===== src/rtl/modos_multicanal.sv =====
// N-channel pet "need" tracker: saturating levels that decay on a shared
// seconds tick and refill on debounced recarga pulses. Each refill also
// starts a per-channel hold flag.

// One need channel: level, decay counter and hold timer.
module modos_canal #(
  parameter int LVL_W     = 2,
  parameter int DECAY_SEC = 10,
  parameter int HOLD_SEC  = 5,
  parameter int ALERT_LVL = 1
) (
  input  logic             i_clk,
  input  logic             i_reset,
  input  logic             i_tick,
  input  logic             i_recarga,
  input  logic             i_habilitar,
  output logic [LVL_W-1:0] o_nivel,
  output logic             o_vacio,
  output logic             o_alerta,
  output logic             o_senal
);
  localparam int DC_W = (DECAY_SEC < 2) ? 1 : $clog2(DECAY_SEC + 1);
  localparam int HD_W = (HOLD_SEC < 2) ? 1 : $clog2(HOLD_SEC + 1);
  localparam logic [LVL_W-1:0] FULL    = {LVL_W{1'b1}};
  localparam logic [DC_W-1:0]  DC_LAST = DC_W'(DECAY_SEC - 1);
  localparam logic [HD_W-1:0]  HD_LOAD = HD_W'(HOLD_SEC);

  logic [LVL_W-1:0] r_lvl;
  logic [DC_W-1:0]  r_dc;
  logic [HD_W-1:0]  r_hold;

  // Refill wins over a same-cycle tick; a disabled channel freezes entirely.
  always_ff @(posedge i_clk) begin
    if (i_reset) begin
      r_lvl  <= FULL;
      r_dc   <= '0;
      r_hold <= '0;
    end else if (i_habilitar) begin
      if (i_recarga) begin
        r_lvl  <= (r_lvl == FULL) ? FULL : r_lvl + LVL_W'(1);
        r_dc   <= '0;
        r_hold <= HD_LOAD;
      end else if (i_tick) begin
        if (r_dc == DC_LAST) begin
          r_dc  <= '0;
          r_lvl <= (r_lvl == '0) ? '0 : r_lvl - LVL_W'(1);
        end else begin
          r_dc <= r_dc + DC_W'(1);
        end
        if (r_hold != '0)
          r_hold <= r_hold - HD_W'(1);
      end
    end
  end

  assign o_nivel  = r_lvl;
  assign o_vacio  = (r_lvl == '0);
  assign o_alerta = (32'(r_lvl) <= 32'(ALERT_LVL));
  assign o_senal  = (r_hold != '0);
endmodule

// Shared prescaler plus an array of channels.
module modos_multicanal #(
  parameter int N_CHAN    = 4,
  parameter int LVL_W     = 2,
  parameter int CLK_FREQ  = 50000000,
  parameter int TEST_DIV  = 10,
  parameter int DECAY_SEC = 10,
  parameter int HOLD_SEC  = 5,
  parameter int ALERT_LVL = 1
) (
  input  logic                    i_clk,
  input  logic                    i_reset,
  input  logic                    i_test,
  input  logic [N_CHAN-1:0]       i_recarga,
  input  logic [N_CHAN-1:0]       i_habilitar,
  output logic [N_CHAN*LVL_W-1:0] o_nivel,
  output logic [N_CHAN-1:0]       o_vacio,
  output logic [N_CHAN-1:0]       o_alerta,
  output logic [N_CHAN-1:0]       o_senal_5seg,
  output logic                    o_tick_seg
);
  localparam int PS_W = (CLK_FREQ < 2) ? 1 : $clog2(CLK_FREQ + 1);
  localparam logic [PS_W-1:0] TERM_REAL = PS_W'(CLK_FREQ - 1);
  localparam logic [PS_W-1:0] TERM_TEST = PS_W'(CLK_FREQ / TEST_DIV - 1);

  logic [PS_W-1:0] r_ps;
  logic            r_tick;
  logic            r_test_q;
  logic [PS_W-1:0] w_term;
  logic [N_CHAN-1:0][LVL_W-1:0] w_nivel;

  assign w_term = i_test ? TERM_TEST : TERM_REAL;

  // Prescaler: a mode switch restarts the second so the new rate starts clean.
  // The >= guards against any count left above the terminal value.
  always_ff @(posedge i_clk) begin
    if (i_reset) begin
      r_ps     <= '0;
      r_tick   <= 1'b0;
      r_test_q <= i_test;
    end else begin
      r_test_q <= i_test;
      if (i_test != r_test_q) begin
        r_ps   <= '0;
        r_tick <= 1'b0;
      end else if (r_ps >= w_term) begin
        r_ps   <= '0;
        r_tick <= 1'b1;
      end else begin
        r_ps   <= r_ps + PS_W'(1);
        r_tick <= 1'b0;
      end
    end
  end

  assign o_tick_seg = r_tick;

  for (genvar g = 0; g < N_CHAN; g++) begin : g_chan
    modos_canal #(
      .LVL_W     (LVL_W),
      .DECAY_SEC (DECAY_SEC),
      .HOLD_SEC  (HOLD_SEC),
      .ALERT_LVL (ALERT_LVL)
    ) u_canal (
      .i_clk       (i_clk),
      .i_reset     (i_reset),
      .i_tick      (r_tick),
      .i_recarga   (i_recarga[g]),
      .i_habilitar (i_habilitar[g]),
      .o_nivel     (w_nivel[g]),
      .o_vacio     (o_vacio[g]),
      .o_alerta    (o_alerta[g]),
      .o_senal     (o_senal_5seg[g])
    );
  end

  // Packed layout puts channel i at [i*LVL_W +: LVL_W].
  assign o_nivel = w_nivel;
endmodule


===== config.mk =====
export PLATFORM = sky130hd
export DESIGN_NAME = modos_multicanal
export DESIGN_NICKNAME = d
export VERILOG_FILES = /design/src/rtl/modos_multicanal.sv
export SDC_FILE = /design/constraint.sdc
export NUM_CORES = 1
export LEC_CHECK = 0
export ABC_AREA = 1
export ABC_CLOCK_PERIOD_IN_PS = 2200
export BUFFER_PORTS_ARGS = -buffer_cell sky130_fd_sc_hd__buf_4
export CAP_MARGIN = 20
export CORE_MARGIN = 8
export CORE_UTILIZATION = 50
export DETAILED_ROUTE_END_ITERATION = 16
export GPL_TIMING_DRIVEN = 0
export PLACE_DENSITY_LB_ADDON = 0.12
export SLEW_MARGIN = 15
export SYNTH_ARGS = -nofsm -noshare
export SYNTH_HDL_FRONTEND = slang
export SYNTH_HIERARCHICAL = 1
export SYNTH_SLANG_ARGS = --single-unit

===== constraint.sdc =====
create_clock -name i_clk -period 2.2 [get_ports i_clk]
set_input_delay 0.22 -clock i_clk [delete_from_list [all_inputs] [get_ports i_clk]]
set_output_delay 0.22 -clock i_clk [all_outputs]
set_load 0.1 [all_outputs]

==> results.sh <==
export IMPL_status="completed"
export IMPL_vdd_ir_drop_max_uv=329
export IMPL_worst_pin_slew_ps=542
export IMPL_io_pins=32
export IMPL_drive_gt1_frac=0.145
export IMPL_switching_share=0.296
export IMPL_final_cell_mix="nand2_1 (191), nor2_1 (90), inv_1 (85)"
export IMPL_fin_cells=751
export IMPL_die_y_um=105
export IMPL_p_clk_frac=0.391
export IMPL_pwr_share_seq=0.432
export IMPL_required_ps=2430
export IMPL_critPathSlowestCell="dfxtp_1"
export IMPL_num_vias=3561
export IMPL_io_buffers=31
export IMPL_rsz0062_at_grt="no"
export IMPL_cp_max_fo=10
export IMPL_area_growth_pct=14.9
export IMPL_cts_num_sinks=64
export IMPL_grt_max_degree=14
export IMPL_p_per_area_nw_per_um2=625
export IMPL_core_area_um2=7730
export IMPL_fin_worst_skew_ps=6.82
export IMPL_fin_nets=685
export IMPL_grt_pass1_wl_mm=14.3
export IMPL_max_stage_delay_ps=400
export IMPL_fp_dieW_um=105
export IMPL_holdBufCountCts=0
export IMPL_relSlewSlack=0.636
export IMPL_worstSetupStartpointType="flop"
export IMPL_synth_area_leaders="dfxtp_1 (32%), nand2_1 (18%), ha_1 (9.4%), nor2_1 (8.9%), inv_1 (8.0%)"
export IMPL_synth_seq_cells=64
export IMPL_vias_per_cell=4.74
export IMPL_n_antenna_cell=0
export IMPL_clk_pin_slew_ps=70
export IMPL_crit_top_cell="nand2_1"
export IMPL_yosysSeqAreaShare=0.322
export IMPL_intPower_mw=2.01
export IMPL_fp_dieArea_um2=11100
export IMPL_comb_power_share=0.177
export IMPL_period_share=0.783
export IMPL_gr_usage_all_layers=0.153
export IMPL_critPathKind="flop to flop"
export IMPL_grt_overflow=0
export IMPL_cpLargestDelayFamily="simple AND/OR/NAND/NOR gates"
export IMPL_hpwl_mm=6.10
export IMPL_syn_avg_cell_area_um2=6.60
export IMPL_root_buffer="clkbuf_8"
export IMPL_critPathArrivalTime_ps=1950
export IMPL_hp_class="input pin to flop"
export IMPL_ys_warn_count=6
export IMPL_crit_buf_inv=1
export IMPL_drt_iter0_drc=86
export IMPL_cts_resized=0
export IMPL_syn_num_nets=643
export IMPL_start_util=0.514
export IMPL_post_route_min_period_ps=1720
export IMPL_synthCells=602
export IMPL_drc=0
export IMPL_total_power_mw=2.85
export IMPL_cts_buffer_depth=2
export IMPL_dr_pass1_iters=6
export IMPL_cts_tree="done"
export IMPL_post_cts_buffers=0
export IMPL_cts_buffers_inserted=9
export IMPL_synth_largest_area_cell="dfxtp_1"
export IMPL_yosys_cell_types_count=24
export IMPL_switchingPower_uw=845
export IMPL_fin_hold_ws_ps=118
export IMPL_worst_setup_path_end_kind="flop"
export IMPL_fin_tns_setup_ps=0
export IMPL_place_inst=735
export IMPL_slew_violations=0
export IMPL_globalplace_congestion=0.843
export IMPL_cap_violations=0
export IMPL_final_setup_viol_count=0
export IMPL_std_cell_rows=32
export IMPL_ant_nets=0
export IMPL_fin_util=0.591
export IMPL_routed_wirelength_mm=7.80
export IMPL_wl_per_cell_um=10.4
export IMPL_syn_cell_area_um2=3970
export IMPL_fill_cells=764
export IMPL_yosysTopAreaCellShare=0.322
export IMPL_crit_path_cell_trace="ha_1 > nand3_2 > nor2_4 > nand2_1 > nand2_1 > nand2_2 > nand4_4 > buf_6 > nor2_1"
export IMPL_leakage_nw=2.14
export IMPL_layout_commonest_cell="nand2_1"
export IMPL_clk_latency_ps=340
export IMPL_htreeDepth=3
export IMPL_hold_viol_final=0
export IMPL_grt_pass1_vias=3454
export IMPL_antenna_found_initial=0
export IMPL_fmax_mhz=581
[worst register-to-register path, stage by stage, from the launching register on]
cell and delay [ps]:
dfxtp_1 400, ha_1 230, nand3_2 140, nor2_4 190, nand2_1 80, nand2_1 110
nand2_2 90, nand4_4 160, buf_6 180, nor2_1 50
[power groups by stage]
stage          Sequential [mW]  Clock (mW)  Combinational [mW]
6_report                  1.23        1.12               0.504
5_1_grt                   1.24        1.19               0.556
4_1_cts                   1.23        1.15               0.509
3_5_place_dp              1.26           0               0.508
3_3_place_gp              1.26           0               0.497
2_1_floorplan             1.31           0               0.341
[per-layer routing]
layer | GRT usage | share of wire
met1 | 0.166 | 0.47
met2 | 0.269 | 0.47
met5 | 0 | 0
met3 | 0.0498 | 0.040
met4 | 0.0622 | 0.023
[per-stage QoR]
step | instance area (um2) | worst slack, ps
final | 4560 | 478
after global routing | 4560 | 283
after CTS | 4560 | 443
after detailed placement | 4340 | 309
after global placement | 4340 | 309
after floorplan | 3980 | 242
[cell type report]
class                           count  area, um2  area share
Buffer                              6       67.6      0.0148
Clock buffer                       10        138      0.0302
Clock inverter                      6       82.6      0.0181
Inverter                           85        319      0.0699
Multi-Input combinational cell    447       2320       0.507
Sequential cell                    64       1280       0.281
Tap cell                          102        128      0.0280
Timing Repair Buffer               31        233      0.0510
[state kept, by name (all words and copies together), names as in the netlist]
signal / flops
g_chan.u_canal/r_hold: 12
r_test_q: 1
g_chan.u_canal/r_dc: 16
g_chan.u_canal/o_nivel: 8
r_ps: 26
o_tick_seg: 1
[final timing paths]
| check | cells past startpoint | start | end | slack (ps) |
|---|---|---|---|---|
| max reg2reg | 9 | r_ps[0]$_SDFF_PP0_ | r_ps[10]$_SDFF_PP0_ | 480 |
| max | 9 | r_ps[0]$_SDFF_PP0_ | r_ps[10]$_SDFF_PP0_ | 480 |
| min | 1 | i_test | r_test_q$_DFF_P_ | 120 |
| min reg2reg | 1 | r_ps[0]$_SDFF_PP0_ | r_ps[0]$_SDFF_PP0_ | 480 |
[kinds of logic after synthesis]
family	synth area share
and+or+nand+nor	0.402
buffers and inverters	0.0973
DFF	0.322
adders and majority gates	0.0945
AOI/OAI and AO/OA	0.0296
xor gates and xnor gates	0.0538
[Yosys cell counts, drive strengths merged]
| cell type | n |
|---|---|
| a31oi | 1 |
| o21ai | 9 |
| nand4 | 2 |
| xor2 | 13 |
| xnor2 | 8 |
| o21a | 1 |
| dfxtp | 64 |
| nor3 | 7 |
| or2 | 4 |
| a21oi | 11 |
| ha | 30 |
| nand3 | 47 |
| nand3b | 4 |
| inv | 85 |
| nor2 | 106 |
| nand2 | 204 |
| buf | 6 |
No activity file was read; power rests on OpenSTA's default activity.
